--- config.mk ---
export PLATFORM = sky130hd
export DESIGN_NAME = fifo_rd_packer_flat
export DESIGN_NICKNAME = d
export VERILOG_FILES = /design/src/rtl/fifo_rd_packer_pkg.sv /design/src/rtl/fifo_rd_packer_if.sv /design/src/rtl/fifo_lane_asm.sv /design/src/rtl/fifo_rd_packer.sv /design/src/flat_wrapper.sv
export SDC_FILE = /design/constraint.sdc
export NUM_CORES = 1
export LEC_CHECK = 0
export BUFFER_PORTS_ARGS = -buffer_cell sky130_fd_sc_hd__buf_4
export CAP_MARGIN = 20
export CELL_PAD_IN_SITES_DETAIL_PLACEMENT = 2
export CELL_PAD_IN_SITES_GLOBAL_PLACEMENT = 2
export CORE_MARGIN = 2
export CORE_UTILIZATION = 40
export CTS_CLUSTER_DIAMETER = 50
export DETAILED_ROUTE_END_ITERATION = 8
export PLACE_DENSITY = 0.86
export SYNTH_ARGS = -nofsm -noshare
export SYNTH_HDL_FRONTEND = slang
export SYNTH_HIERARCHICAL = 1
export SYNTH_SLANG_ARGS = --single-unit
--- constraint.sdc ---
create_clock -name clk -period 3.2 [get_ports clk]
set_clock_uncertainty 0.2 [all_clocks]
set_input_delay 0.64 -clock clk [delete_from_list [all_inputs] [get_ports clk]]
set_output_delay 0.64 -clock clk [all_outputs]
set_load 0.05 [all_outputs]
--- src/rtl/fifo_rd_packer_pkg.sv ---
// Shared types for the FIFO read-side packer: FSM states and the lane index/fill-count type.
package fifo_rd_pkg;

  localparam int MAX_PACK = 16;

  typedef enum logic [1:0] {
    FILL,
    STALL,
    FLUSH
  } state_t;

  // Wide enough to hold a fill count of MAX_PACK, not just the highest lane index.
  typedef logic [$clog2(MAX_PACK + 1)-1:0] lane_idx_t;

endpackage

--- src/rtl/fifo_rd_packer_if.sv ---
// FIFO read port plus packed valid/ready output bus; master is the packer side.
interface fifo_rd_packer_if #(
  parameter int WIDTH = 8,
  parameter int PACK  = 4
);
  localparam int CW = $clog2(PACK + 1);

  logic                  fifo_empty;
  logic                  fifo_underflow;
  logic [WIDTH-1:0]      fifo_rdata;
  logic                  fifo_rd_en;
  logic                  flush;
  logic                  out_ready;
  logic                  out_valid;
  logic [WIDTH*PACK-1:0] out_data;
  logic [CW-1:0]         out_cnt;
  logic                  err;

  modport master (
    input  fifo_empty, fifo_underflow, fifo_rdata, flush, out_ready,
    output fifo_rd_en, out_valid, out_data, out_cnt, err
  );

  modport slave (
    output fifo_empty, fifo_underflow, fifo_rdata, flush, out_ready,
    input  fifo_rd_en, out_valid, out_data, out_cnt, err
  );
endinterface

--- src/rtl/fifo_lane_asm.sv ---
// Lane assembly register: writes each captured word at the current fill index, clears as a unit.
module fifo_lane_asm
  import fifo_rd_pkg::*;
#(
  parameter int WIDTH = 8,
  parameter int PACK  = 4
) (
  input  logic                       clk,
  input  logic                       res,
  input  logic                       wr,
  input  logic [WIDTH-1:0]           wr_data,
  input  logic                       clr,
  output lane_idx_t                  lanes,
  output logic [PACK-1:0][WIDTH-1:0] assembled
);

  logic [PACK-1:0][WIDTH-1:0] lane_q;

  // assembled includes this cycle's write so a completing word can be loaded on the same edge.
  always_comb begin
    // NOTE: default assignment first so every path drives assembled and no latch is inferred.
    assembled = lane_q;
    for (int i = 0; i < PACK; i++) begin
      if (wr && (lanes == lane_idx_t'(i))) assembled[i] = wr_data;
    end
  end

  always_ff @(posedge clk or negedge res) begin
    // NOTE: the lane array is reset (unlike a plain RAM) because a flushed word relies on
    //       unused lanes reading as zero.
    if (!res) begin
      lane_q <= '0;
      lanes  <= '0;
    end else if (clr) begin
      lane_q <= '0;
      lanes  <= '0;
    end else if (wr) begin
      // NOTE: non-blocking so every register samples pre-edge values regardless of order.
      lane_q <= assembled;
      lanes  <= lanes + lane_idx_t'(1);
    end
  end

endmodule

--- src/rtl/fifo_rd_packer.sv ---
// Packs PACK FIFO words into one wide valid/ready word; flush emits a partial word.
// Optional concurrent checks are compiled when FIFO_RD_PACKER_SVA_EN is defined.
module fifo_rd_packer
  import fifo_rd_pkg::*;
#(
  parameter int WIDTH = 8,
  parameter int PACK  = 4   // legal range 2..16
) (
  input logic              clk,
  input logic              res,
  fifo_rd_packer_if.master bus
);

  localparam int        CW   = $clog2(PACK + 1);
  localparam lane_idx_t FULL = lane_idx_t'(PACK);
  localparam lane_idx_t LAST = lane_idx_t'(PACK - 1);

  state_t                     state;
  logic                       inflight;
  lane_idx_t                  lanes;
  logic [PACK-1:0][WIDTH-1:0] assembled;
  logic                       out_free;
  logic                       last_cap;
  logic                       rd_en;
  logic                       load;
  lane_idx_t                  load_cnt;

  assign out_free = !bus.out_valid || bus.out_ready;
  assign last_cap = inflight && (lanes == LAST);
  // Counting the in-flight read keeps the assembler from being overrun; costs one bubble per word.
  assign rd_en    = res && (state == FILL) && !bus.fifo_empty &&
                    ((lanes + lane_idx_t'(inflight)) < FULL);
  assign bus.fifo_rd_en = rd_en;

  always_comb begin
    load     = 1'b0;
    load_cnt = FULL;
    unique case (state)
      FILL:  load = last_cap && out_free;
      STALL: load = out_free;
      FLUSH: begin
        load     = !inflight && out_free;
        load_cnt = lanes;
      end
      default: load = 1'b0;
    endcase
  end

  fifo_lane_asm #(
    .WIDTH(WIDTH),
    .PACK (PACK)
  ) u_lane_asm (
    .clk      (clk),
    .res      (res),
    .wr       (inflight),
    .wr_data  (bus.fifo_rdata),
    .clr      (load),
    .lanes    (lanes),
    .assembled(assembled)
  );

  always_ff @(posedge clk or negedge res) begin
    if (!res) begin
      state         <= FILL;
      inflight      <= 1'b0;
      bus.out_valid <= 1'b0;
      bus.out_data  <= '0;
      bus.out_cnt   <= '0;
      bus.err       <= 1'b0;
    end else begin
      inflight <= rd_en;
      if (bus.fifo_underflow) bus.err <= 1'b1;

      if (load) begin
        bus.out_valid <= 1'b1;
        bus.out_data  <= assembled;
        bus.out_cnt   <= CW'(load_cnt);
      end else if (bus.out_ready) begin
        bus.out_valid <= 1'b0;
      end

      unique case (state)
        FILL: begin
          // A completing capture wins over flush; the flushed word would be identical.
          if (last_cap && !out_free)
            state <= STALL;
          else if (!last_cap && bus.flush && ((lanes != '0) || inflight))
            state <= FLUSH;
        end
        STALL, FLUSH: if (load) state <= FILL;
        default: state <= FILL;
      endcase
    end
  end

`ifdef FIFO_RD_PACKER_SVA_EN
  a_no_rd_when_empty: assert property (@(posedge clk) disable iff (!res)
    bus.fifo_empty |-> !bus.fifo_rd_en);

  a_out_hold: assert property (@(posedge clk) disable iff (!res)
    (bus.out_valid && !bus.out_ready) |=> ($stable(bus.out_data) && $stable(bus.out_cnt)));

  a_cnt_nonzero: assert property (@(posedge clk) disable iff (!res)
    bus.out_valid |-> (bus.out_cnt != '0));

  a_reset_vals: assert property (@(posedge clk) disable iff (!res)
    $rose(res) |-> ##0 (!bus.out_valid && (bus.out_data == '0) && (bus.out_cnt == '0) &&
                        !bus.err && (state == FILL) && (lanes == '0) && !inflight));
`endif

endmodule

--- src/flat_wrapper.sv ---
// flat-port wrapper written by rule: the top's interface ports become plain ports
module fifo_rd_packer_flat import fifo_rd_pkg::*;
#(
  parameter int WIDTH = 8,
  parameter int PACK  = 4                       
)
  (clk, res, bus_fifo_empty, bus_fifo_underflow, bus_fifo_rdata, bus_flush, bus_out_ready, bus_fifo_rd_en, bus_out_valid, bus_out_data, bus_out_cnt, bus_err);
  fifo_rd_packer_if #(.WIDTH(WIDTH), .PACK(PACK)) bus_i ();
  input logic clk;
  input logic res;
  input wire logic [$bits(bus_i.fifo_empty)-1:0] bus_fifo_empty;
  input wire logic [$bits(bus_i.fifo_underflow)-1:0] bus_fifo_underflow;
  input wire logic [$bits(bus_i.fifo_rdata)-1:0] bus_fifo_rdata;
  input wire logic [$bits(bus_i.flush)-1:0] bus_flush;
  input wire logic [$bits(bus_i.out_ready)-1:0] bus_out_ready;
  output wire logic [$bits(bus_i.fifo_rd_en)-1:0] bus_fifo_rd_en;
  output wire logic [$bits(bus_i.out_valid)-1:0] bus_out_valid;
  output wire logic [$bits(bus_i.out_data)-1:0] bus_out_data;
  output wire logic [$bits(bus_i.out_cnt)-1:0] bus_out_cnt;
  output wire logic [$bits(bus_i.err)-1:0] bus_err;
  assign bus_i.fifo_empty = bus_fifo_empty;
  assign bus_i.fifo_underflow = bus_fifo_underflow;
  assign bus_i.fifo_rdata = bus_fifo_rdata;
  assign bus_i.flush = bus_flush;
  assign bus_i.out_ready = bus_out_ready;
  assign bus_fifo_rd_en = bus_i.fifo_rd_en;
  assign bus_out_valid = bus_i.out_valid;
  assign bus_out_data = bus_i.out_data;
  assign bus_out_cnt = bus_i.out_cnt;
  assign bus_err = bus_i.err;
  fifo_rd_packer #(.WIDTH(WIDTH), .PACK(PACK)) u_core (.clk(clk), .res(res), .bus(bus_i));
endmodule
# Word level (Yosys, flattened, before mapping)
# Cells that the tools add are included.
# classes
magnitude_cmp	1
n_reduce_logical	26
eq_ne	7
addsub	2
muxes	16
# ops
operator	n
$mux W32	2
$mux W8	4
$logic_and A1 B1 Y1	12
$eq A5 B2 Y1 const B	2
$mux W5	2
$mux W2	3
$add A5 B1 Y5	1
$add A5 B1 Y5 const B	1
$eq A5 B1 Y1 const B	1
$logic_not A1 Y1	5
$logic_not A5 Y1	1
$lt A5 B3 Y1 const B	1
$reduce_bool A5 Y1	1
$pmux W2 S2	1
$reduce_bool A2 Y1	2
$mux W3	1
$ne A3 B3 Y1 const B	1
$pmux W1 S3	1
$eq A2 B1 Y1 const B	1
$eq A2 B2 Y1 const B	1
$logic_not A2 Y1	1
$logic_or A1 B1 Y1	2
$mux W1	2
$ne A2 B1 Y1 const B	1
other kinds (2)	2
# word_totals
out_inout_bits	38
regBits	77

# Logic depth before layout (Yosys ltp)
# Gate-level depths: netlist of the first run.
# logic_depth
word_depth	8
mapped_depth	11
depth_no_buf	8

# Hierarchy
# Netlist of the first run, hierarchy kept.
# by_module_without_submodules
module	n_inst	area_per_inst_um2	cells_each
fifo_lane_asm	1	2128.3	179
fifo_rd_packer	1	1848.0	116

# Worst setup path after synthesis of the first run
# OpenSTA, ideal clock, no wires.
# synth_path
path_kind	register to output
startpoint	register u_core.u_lane_asm.lanes[4]
endpoint	output port bus_fifo_rd_en
required_ps	2360
arrival_time_ps	2069
setup_slack_ps	291
path_stages_with_launch	4
path_cell_list	dfrtp_1 -> nor3_1 -> nand2b_1 -> a211oi_1
# synth_via
elab_chain_cells	3
# synth_rtl
item	line_no	text
from (decl)	fifo_lane_asm.sv:13	output lane_idx_t lanes,
from (signal assigned)	fifo_lane_asm.sv:40	lanes <= lanes + lane_idx_t'(1);
$add A5 B1 Y5	fifo_rd_packer.sv:32	((lanes + lane_idx_t'(inflight)) < FULL);
$lt A5 B3 Y1	fifo_rd_packer.sv:32	
$logic_and A1 B1 Y1	fifo_rd_packer.sv:31	assign rd_en = res && (state == FILL) && !bus.fifo_empty &&
to (decl)	flat_wrapper.sv:16	output wire logic [$bits(bus_i.fifo_rd_en)-1:0] bus_fifo_rd_en;
# No other way between the ends.

# Final worst setup path of the first run
# layout_path
startpoint	register u_core.state[0]
endpoint	register u_core/u_lane_asm/lane_q[3] in the netlist's numbering
# layout_via
elab_chain_cells	3
word_cells_on_any_way	6
# layout_rtl
item	line_no	text
from (decl)	fifo_rd_packer.sv:18	state_t state;
from (signal assigned)	fifo_rd_packer.sv:64	state <= FILL;
from (signal assigned)	fifo_rd_packer.sv:86	state <= STALL;
from (signal assigned)	fifo_rd_packer.sv:88	state <= FLUSH;
$eq A2 B2 Y1, or another cell as far along	fifo_rd_packer.sv:38	unique case (state)
$pmux W1 S3 (*)	fifo_rd_packer.sv:38	
$mux W32 / $reduce_bool A2 Y1 (equally long branches)	--	
to (signal assigned)	fifo_lane_asm.sv:39	lane_q <= assembled;
to (decl)	fifo_lane_asm.sv:17	logic [PACK-1:0][WIDTH-1:0] lane_q;
# Every way passes the cells marked *; elsewhere a longest branch is shown, timed or not.
# A chain may end at the register's enable or synchronous reset.

==> results of run 1 <==
-- layout by cell type (no fill, tap or decap), types with 2 or more instances in the layout --
cell / count
mux2_2: 36
clkinv_2: 2
nand2b_1: 42
nand2_2: 2
inv_1: 5
mux2_4: 29
ha_1: 8
nand4_1: 3
dfrtp_1: 77
xor2_1: 3
nor2b_1: 3
clkbuf_8: 9
o31ai_1: 3
clkinvlp_4: 2
nor2_1: 6
buf_4: 55
nand2_1: 6
o21a_1: 2
o21ai_0: 2
buf_12: 2
mux2i_1: 33
nor3_1: 2
-- flip-flops by register name, indices dropped and copies added, names as in the netlist --
signal                    cells
u_core/bus.out_data          32
u_core/u_lane_asm/lanes       5
u_core/bus.out_valid          1
u_core/bus.err                1
u_core/state                  2
u_core/inflight               1
u_core/u_lane_asm/lane_q     32
u_core/bus.out_cnt            3
-- power groups by stage --
stage	clock, mW	combinational, mW	sequential, mW
global placement	0	1.88	1.44
CTS	0.761	1.98	1.45
finish	0.742	1.95	1.44
floorplan	0	0.994	1.91
detailed placement	0	1.96	1.46
global route	0.804	2.08	1.49
-- critical path, stage by stage, from the launching register on --
cell and delay (ps):
dfrtp_1 400, inv_1 100, ha_1 260, and4bb_4 330, a211oi_4 80, or3_4 390, inv_6 270, buf_4 260
nand2b_1 240, mux2i_1 140
-- per-layer routing --
layer	vias to the layer above	share of wire	global-route usage
met5	-	0	0
met4	0	0.015	0.0695
met3	8	0.024	0.0277
met2	43	0.51	0.328
met1	1276	0.45	0.244
li1	1129	-	-
-- through the flow --
step / worst slack (ps) / std cells / hold WS, ps
after detailed placement: 424 / 471 / 252
after global placement: 591 / 471 / 255
after CTS: 351 / 488 / 234
final: 384 / 488 / 247
after floorplan: 291 / 295 / 144
after global routing: 225 / 488 / 232
-- cells by family (layout without fill, tap and decap cells) --
logic type / after synthesis / in the layout / synth area share
adders and majority gates: 8 / 8 / 0.0252
xor gates and xnor gates: 4 / 4 / 0.00881
buffers and inverters: 20 / 80 / 0.0384
AOI/OAI and AO/OA: 12 / 12 / 0.0252
muxes: 98 / 98 / 0.295
DFF: 77 / 77 / 0.485
and+or+nand+nor: 76 / 76 / 0.123
-- path summary, 6_finish.rpt --
path / start / to / slack, ps / cells after the start
min in group asynchronous: res / u_core/bus.out_data[25] / 420 / 2
worst max register to register: u_core/state[0] / u_core/u_lane_asm/lane_q[3] / 380 / 9
max in group asynchronous: res / u_core/u_lane_asm/lane_q[15] / 1250 / 3
worst max-delay path: u_core/state[0] / u_core/u_lane_asm/lane_q[3] / 380 / 9
worst min-delay path: bus_fifo_empty / u_core/inflight / 250 / 2
worst min register to register: u_core/bus.err / u_core/bus.err / 300 / 1
-- area by class of cell --
type	instances	area (µm²)
multi-input combinational	198	1900
tap	133	166
clock buffer	10	128
fill	994	5060
clock inverter	6	63.8
timing repair buffer	58	463
inverter	6	27.5
sequential	77	1930
==> results.toml, run 1 <==
[detailed_routing]
viasPerCell = 5.03
ant_nets = 0
drt_iter0_drc = 67
num_vias = 2456
drtPass1Iterations = 4
avgRoutedWirePerCell_um = 19.2
wl_um = 9370
drcViolationCount = 0

[grt]
grt_pass1_wl_um = 16100
antenna_found_initial = 0
grt.overflow.total = 0
grt_usage = 0.190
grt_max_degree = 75
grt_pass1_vias = 2889

[layout]
n_antenna_cell = 0
final_nets = 372
drive_gt1_frac = 0.414
stdcell_area_mm2 = 0.00467
final_core_util = 0.480
area_delta_synth_final_pct = 17.5

[logic_synthesis]
synthFlopType = "dfrtp_1"
synth_enable_flop_cells = 0
ys_async_sr_fraction = 1.00
syn-cell-area_mm2 = 0.00398
ys_warn_count = 6
yosysMostFrequentCell = "dfrtp_1"
ys_ff_latch = 77
syn_inst = 295
syn-num-nets = 317
synth_area_per_cell_um2 = 13.5
yosysTopAreaCell = "dfrtp_1"
yosys-top-cells-area = "dfrtp_1, mux2_4, mux2_2, mux2i_1, nand2b_1"
seq_area_frac_synth = 0.485
synth_commonest_cells = "dfrtp_1, nand2b_1, mux2_2, mux2i_1, mux2_4"
yosysTopAreaCellShare = 0.485
yosys.cell_types.count = 41

[timing]
layout_worst_path_cycle_share = 0.880
finalHoldViolations = 0
maxSlewHeadroom = 0.367
timing.final.max_slew_violations = 0
period_needed_ps = 2820
setup_viol = 0
worst_pin_slew_ps = 950
fin_setup_tns_ps = 0
grt_setup_unrepaired = "false"
fmax_mhz = 355

[floorplanning]
die_area_mm2 = 0.0108
io_pins = 52
die_w_um = 104
core_area_mm2 = 0.00973
start_util = 0.409
row_count = 36
dieHeight_um = 104

[power_and_ir_drop]
switching_share = 0.411
p_total_mw = 4.13
p_switching_mw = 1.70
clkPwrFrac = 0.179
power_density_mw_per_mm2 = 885
power_frac_seq = 0.349
combPwrFrac = 0.472
p_int_mw = 2.43
power.leakage_nw = 2.38
vdd.ir_drop.worst_mv = 0.417

[hold_path]
min_path_type = "input pin to flop"

[clock_tree]
clock_path_buffers = 2
root_buffer = "clkbuf_8"
clk_pin_slew_ps = 90
clock_latency_ps = 360
ctsHoldBuffers = 1
h-tree-depth = 3
cts_setup_buffers = 0
cts_resized = 0
cts_tree = "done"
clock-sinks = 77
cts_buffers = 9

[setup_path]
arrival_ps = 2830
critical_path_class = "flop to flop"
critPathRequiredTime_ps = 3210
end_kind = "flop"
crit_fanout = 35
critPathLaunchType = "flop"

[job]
cap_viol_max_count = 0

[placed_design]
placed_area_mm2 = 0.00447
portBuffers = 51
hpwl_um = 6510
place_congestion = 0.778

[outcome]
outcome = "finished clean"
Power figures use the tool's default switching activity.
==> inputs of run 2 (changes only) <==
- CORE_UTILIZATION: 40 -> 42
- CTS_BUF_LIST: default -> sky130_fd_sc_hd__clkbuf_2
- PLACE_DENSITY: 0.86 -> 0.9
- clock period: 3.2 -> 2.85 ns (I/O delays scaled with it)
==> run 2 against run 1 <==
  * Die area fell by 4.6%
  * Critical path type is now flop to primary output
  * Register-to-register slack got worse by 220 ps
  * Setup slack got worse by 270 ps
  * Sequential power rose by 12%
  * Via count rose by 3.4%
  * Final cell count fell by 2.9%
  * Sequential share of layout area rose by 0.35 points
==> results.toml, run 2 (same netlist as run 1, synthesis figures left out) <==
[timing]
fmax_mhz = 365
maxSlewHeadroom = 0.551
setup_viol = 0
finalHoldViolations = 0
timing.final.max_slew_violations = 0
layout_worst_path_cycle_share = 0.961
fin_setup_tns_ps = 0
worst_pin_slew_ps = 674
period_needed_ps = 2740

[layout]
n_antenna_cell = 0
final_cells = 474
reg.largest.list = "u_core/bus.out_data x32, u_core/u_lane_asm/lane_q x32, u_core/u_lane_asm/lanes x5"
drive_gt1_frac = 0.446
area_delta_synth_final_pct = 17.0
final_nets = 380
final_common_cell = "dfrtp_1"
stdcell_area_mm2 = 0.00465
layout_common_cells = "dfrtp_1, buf_4, nand2b_1"

[detailed_routing]
drt_iter0_drc = 61
viasPerCell = 5.36
avgRoutedWirePerCell_um = 21.7
drtPass1Iterations = 4
ant_nets = 0
wl_um = 10300
num_vias = 2539
drcViolationCount = 0

[power_and_ir_drop]
vdd.ir_drop.worst_mv = 0.527
p_total_mw = 4.52
power_density_mw_per_mm2 = 972
power.leakage_nw = 2.39

[floorplanning]
die_w_um = 101
dieHeight_um = 101
row_count = 35
io_pins = 52
die_area_mm2 = 0.0103
start_util = 0.432
core_area_mm2 = 0.00920

[setup_path]
crit_slowest_cell = "dfrtp_1"
worstRegToRegCells = 9
arrival_ps = 1970
max_stage_delay_ps = 480
critical_path_class = "flop to primary output"
critPathLaunchType = "flop"
path_cells = "inv_1 > ha_2 > nand2_1 > a211oi_2 > buf_4"
critPathRequiredTime_ps = 2080
crit_fanout = 5
end_kind = "primary output"

[placed_design]
portBuffers = 51
dp.cells = 451
placed_area_mm2 = 0.00446
place_congestion = 0.734
hpwl_um = 6730

[clock_tree]
cts_buffers = 9
clock-sinks = 77
clk_pin_slew_ps = 230
clock_path_buffers = 2
cts_tree = "done"
root_buffer = "clkbuf_2"
clock_latency_ps = 540
h-tree-depth = 3

[hold_path]
min_path_type = "input pin to flop"
holdPathStages = 3

[grt]
grt_max_degree = 52
grt_pass1_wl_um = 16100
antenna_found_initial = 0
grt_pass1_vias = 2838
grt_usage = 0.208
grt.overflow.total = 0

[job]
cap_viol_max_count = 0

[outcome]
outcome = "finished clean"
## run 2: cell types whose count changed in the layout (fill, tap and decap cells not counted), moves of 2 or more
cell,change
buf_4,+6
dfrtp_1,-6
clkbuf_8,-9
dfrtp_2,+6
dlygate4sd3_1,+2
clkbuf_2,+11
## run 2: layout make-up
class                      count  area, µm²
tap                          111        139
clock inverter                 5       51.3
clock buffer                  11       55.1
inverter                       6       27.5
fill                         923       4550
timing repair buffer          66        528
multi-input combinational    198       1920
sequential                    77       1930
## run 2: metal layers
metal	vias to the layer above	track usage	wire length [µm]
met1	1339	0.261	4420
met5	-	0	0
met2	43	0.364	5410
li1	1151	-	-
met4	0	0.0624	79
met3	6	0.0393	357
## run 2: worst paths after layout
path,start,slack [ps],endpoint
max,u_core/state[1],110,bus_fifo_rd_en
min,bus_fifo_rdata[4],190,u_core/u_lane_asm/lane_q[28]
max reg2reg,u_core/state[0],160,u_core/u_lane_asm/lane_q[2]
min reg2reg,u_core/bus.err,320,u_core/bus.err
max in group asynchronous,res,1070,u_core/u_lane_asm/lanes[0]
min in group asynchronous,res,350,u_core/bus.out_data[19]
## run 2: metrics by stage
step                      hold slack, ps  setup WS (ps)   util
after floorplan                     74.4           11.2      -
after CTS                            113          0.877  0.502
after global routing                 131          -43.8  0.506
after detailed placement             273            202  0.485
final                                188            112  0.506
after global placement               256            337  0.485
## run 2: worst max-delay path: cells and delay by family (launching register included)
family	cells	cell delay (ps)
flops	1	480
compound gates	1	240
simple gates	1	80
buf+inv	2	370
fa+ha+maj	1	260
## run 2: what timing repair did
action	in CTS	in global routing
endpoints found under the setup margin	1	1
hold buffers	3	0
hold endpoints to repair	28	0
resized for setup	6	4
setup buffers	1	3
pin swaps	0	0
## run 2: where the power goes
| group | internal, mW | switching (mW) | total [mW] |
|---|---|---|---|
| Combinational | 0.969 | 1.33 | 2.29 |
| Clock | 0.204 | 0.400 | 0.604 |
| Sequential | 1.40 | 0.223 | 1.62 |
==> inputs of run 3 (changes only) <==
- CORE_UTILIZATION: 42 -> 35
- PLACE_DENSITY: 0.9 -> 0.78
- SETUP_SLACK_MARGIN: default -> 0.2
==> run 3 against run 2 <==
  * Setup slack improved by 180 ps
  * Power rose by 0.34%
  * Final cell count rose by 7.2%
  * Via count down 0.83%
  * Die area grew 19%
  * Non-clock buffer count up 5
  * Fmax increased by 7.0%
  * Worst hold slack lost 12 ps
  * Sequential power shrank 2%
  * Flip-flop and latch count did not move
  * Critical endpoint unchanged
  * Highest routed layer unchanged
==> results.toml, run 3 (same netlist as run 1, synthesis figures left out) <==
[clock_tree]
clk_pin_slew_ps = 210
h-tree-depth = 3
root_buffer = "clkbuf_2"
clock_path_buffers = 2
cts_tree = "done"
clock-sinks = 77
cts_buffers = 9
clock_latency_ps = 510

[grt]
grt_pass1_vias = 2906
antenna_found_initial = 0
grt.overflow.total = 0
grt_max_degree = 48
grt_pass1_wl_um = 15400
grt_usage = 0.158

[setup_path]
worstReg2RegEnd = "u_core/u_lane_asm/lane_q[26]"
critical_path_class = "flop to primary output"
path_cells = "inv_1 > ha_2 > nand2_1 > a211oi_2 > buf_6"
worstSetupEndpoint = "bus_fifo_rd_en"
arrival_ps = 1790
setup.worst_path.start = "u_core/state[1]"
r2r-start = "u_core/state[0]"
crit_slowest_cell = "dfrtp_1"
cp_top_family = "flip-flops"
max_stage_delay_ps = 460
critPathRequiredTime_ps = 2080
end_kind = "primary output"
critPathLaunchType = "flop"
path_depth = 5
path_buf_inv = 2
worstRegToRegCells = 9
r2r_slack_ps = 320
crit_fanout = 5

[placed_design]
hpwl_um = 6210
place_congestion = 0.731
portBuffers = 51

[floorplanning]
die_area_mm2 = 0.0122
row_count = 38
io_pins = 52
start_util = 0.362
core_area_mm2 = 0.0110
dieHeight_um = 111
die_w_um = 111

[job]
cap_viol_max_count = 0

[timing]
whs_ps = 175
grt_setup_unrepaired = "true"
period_needed_ps = 2560
timing.final.max_slew_violations = 0
fin_setup_tns_ps = 0
finalHoldViolations = 0
maxSlewHeadroom = 0.591
setup_viol = 0
fmax_mhz = 391
layout_worst_path_cycle_share = 0.898
worst_pin_slew_ps = 614

[outcome]
outcome = "finished clean"

[detailed_routing]
ant_nets = 0
drtPass1Iterations = 4
drt_iter0_drc = 67
avgRoutedWirePerCell_um = 18.3
wl_met1_um = 4110
dr_wl_met2_um = 4820
dr_wl_met3_um = 272
wl_um = 9300
viasPerCell = 4.96
drcViolationCount = 0
num_vias = 2518
top_layer = "met4"

[layout]
final_nets = 385
layout_common_cells = "dfrtp_1, buf_4, nand2b_1"
n_antenna_cell = 0
final_common_cell = "dfrtp_1"
reg.largest.list = "u_core/bus.out_data x32, u_core/u_lane_asm/lane_q x32, u_core/u_lane_asm/lanes x5"
final_core_util = 0.433
area_delta_synth_final_pct = 19.7
drive_gt1_frac = 0.462

[power_and_ir_drop]
power.leakage_nw = 2.43
vdd.ir_drop.worst_mv = 0.398
power_density_mw_per_mm2 = 953

[hold_path]
min_path_type = "input pin to flop"
[run 3: how the worst min path moves through the flow]
stage / from / slack, ps / depth (start not counted) / end
final: bus_fifo_rdata[1] / 180 / 3 / u_core/u_lane_asm/lane_q[1]
after global routing: bus_fifo_rdata[1] / 140 / 3 / u_core/u_lane_asm/lane_q[17]
after CTS: bus_fifo_empty / 40 / 3 / u_core/inflight
after detailed placement: u_core/bus.err / 260 / 1 / u_core/bus.err
after global placement: u_core/bus.err / 260 / 1 / u_core/bus.err
after floorplan: res / 70 / 0 / u_core/bus.err
[run 3: repair_timing]
action / in CTS / in global routing
hold endpoints to repair: 78 / 0
setup buffers: 10 / 1
pin swaps: 1 / 1
hold buffers: 2 / 0
endpoints found under the setup margin: 5 / 9
resized for setup: 10 / 2
[run 3: area by class of cell]
type,count,area (µm²)
Fill cell,1113,6220
Sequential cell,77,1930
Multi-Input combinational cell,198,1920
Timing Repair Buffer,71,567
Tap cell,140,175
Clock inverter,7,90.1
Clock buffer,9,45.0
Inverter,6,30.0
[run 3: per-stage QoR]
stage / cells / cell area, µm² / power [mW] / worst slack, ps
after floorplan: 295 / 3980 / 3.27 / 200
after global placement: 479 / 4490 / 3.75 / 342
after detailed placement: 479 / 4490 / 3.83 / 169
after CTS: 507 / 4750 / 4.59 / 209
after global routing: 508 / 4760 / 4.80 / 165
final: 508 / 4760 / 4.53 / 292
[run 3: metal layers]
metal,GRT usage,vias up
li1,-,1157
met1,0.193,1315
met2,0.279,39
met3,0.0302,7
met4,0.0525,0
met5,0,-
[run 3: worst reg2reg max path, stage by stage, from the launching register on]
cell      delay [ps]
dfrtp_1          400
inv_1             80
ha_1             260
and4bb_4         330
a211oi_4          80
or3_4            390
inv_8            150
buf_12           210
nand2b_1         230
mux2i_1          110
[run 3: power by group]
part / internal [mW] / switching [mW] / leakage, nW
clock: 0.286 / 0.404 / 0.0793
sequential: 1.40 / 0.184 / 1.03
combinational: 0.977 / 1.29 / 1.31
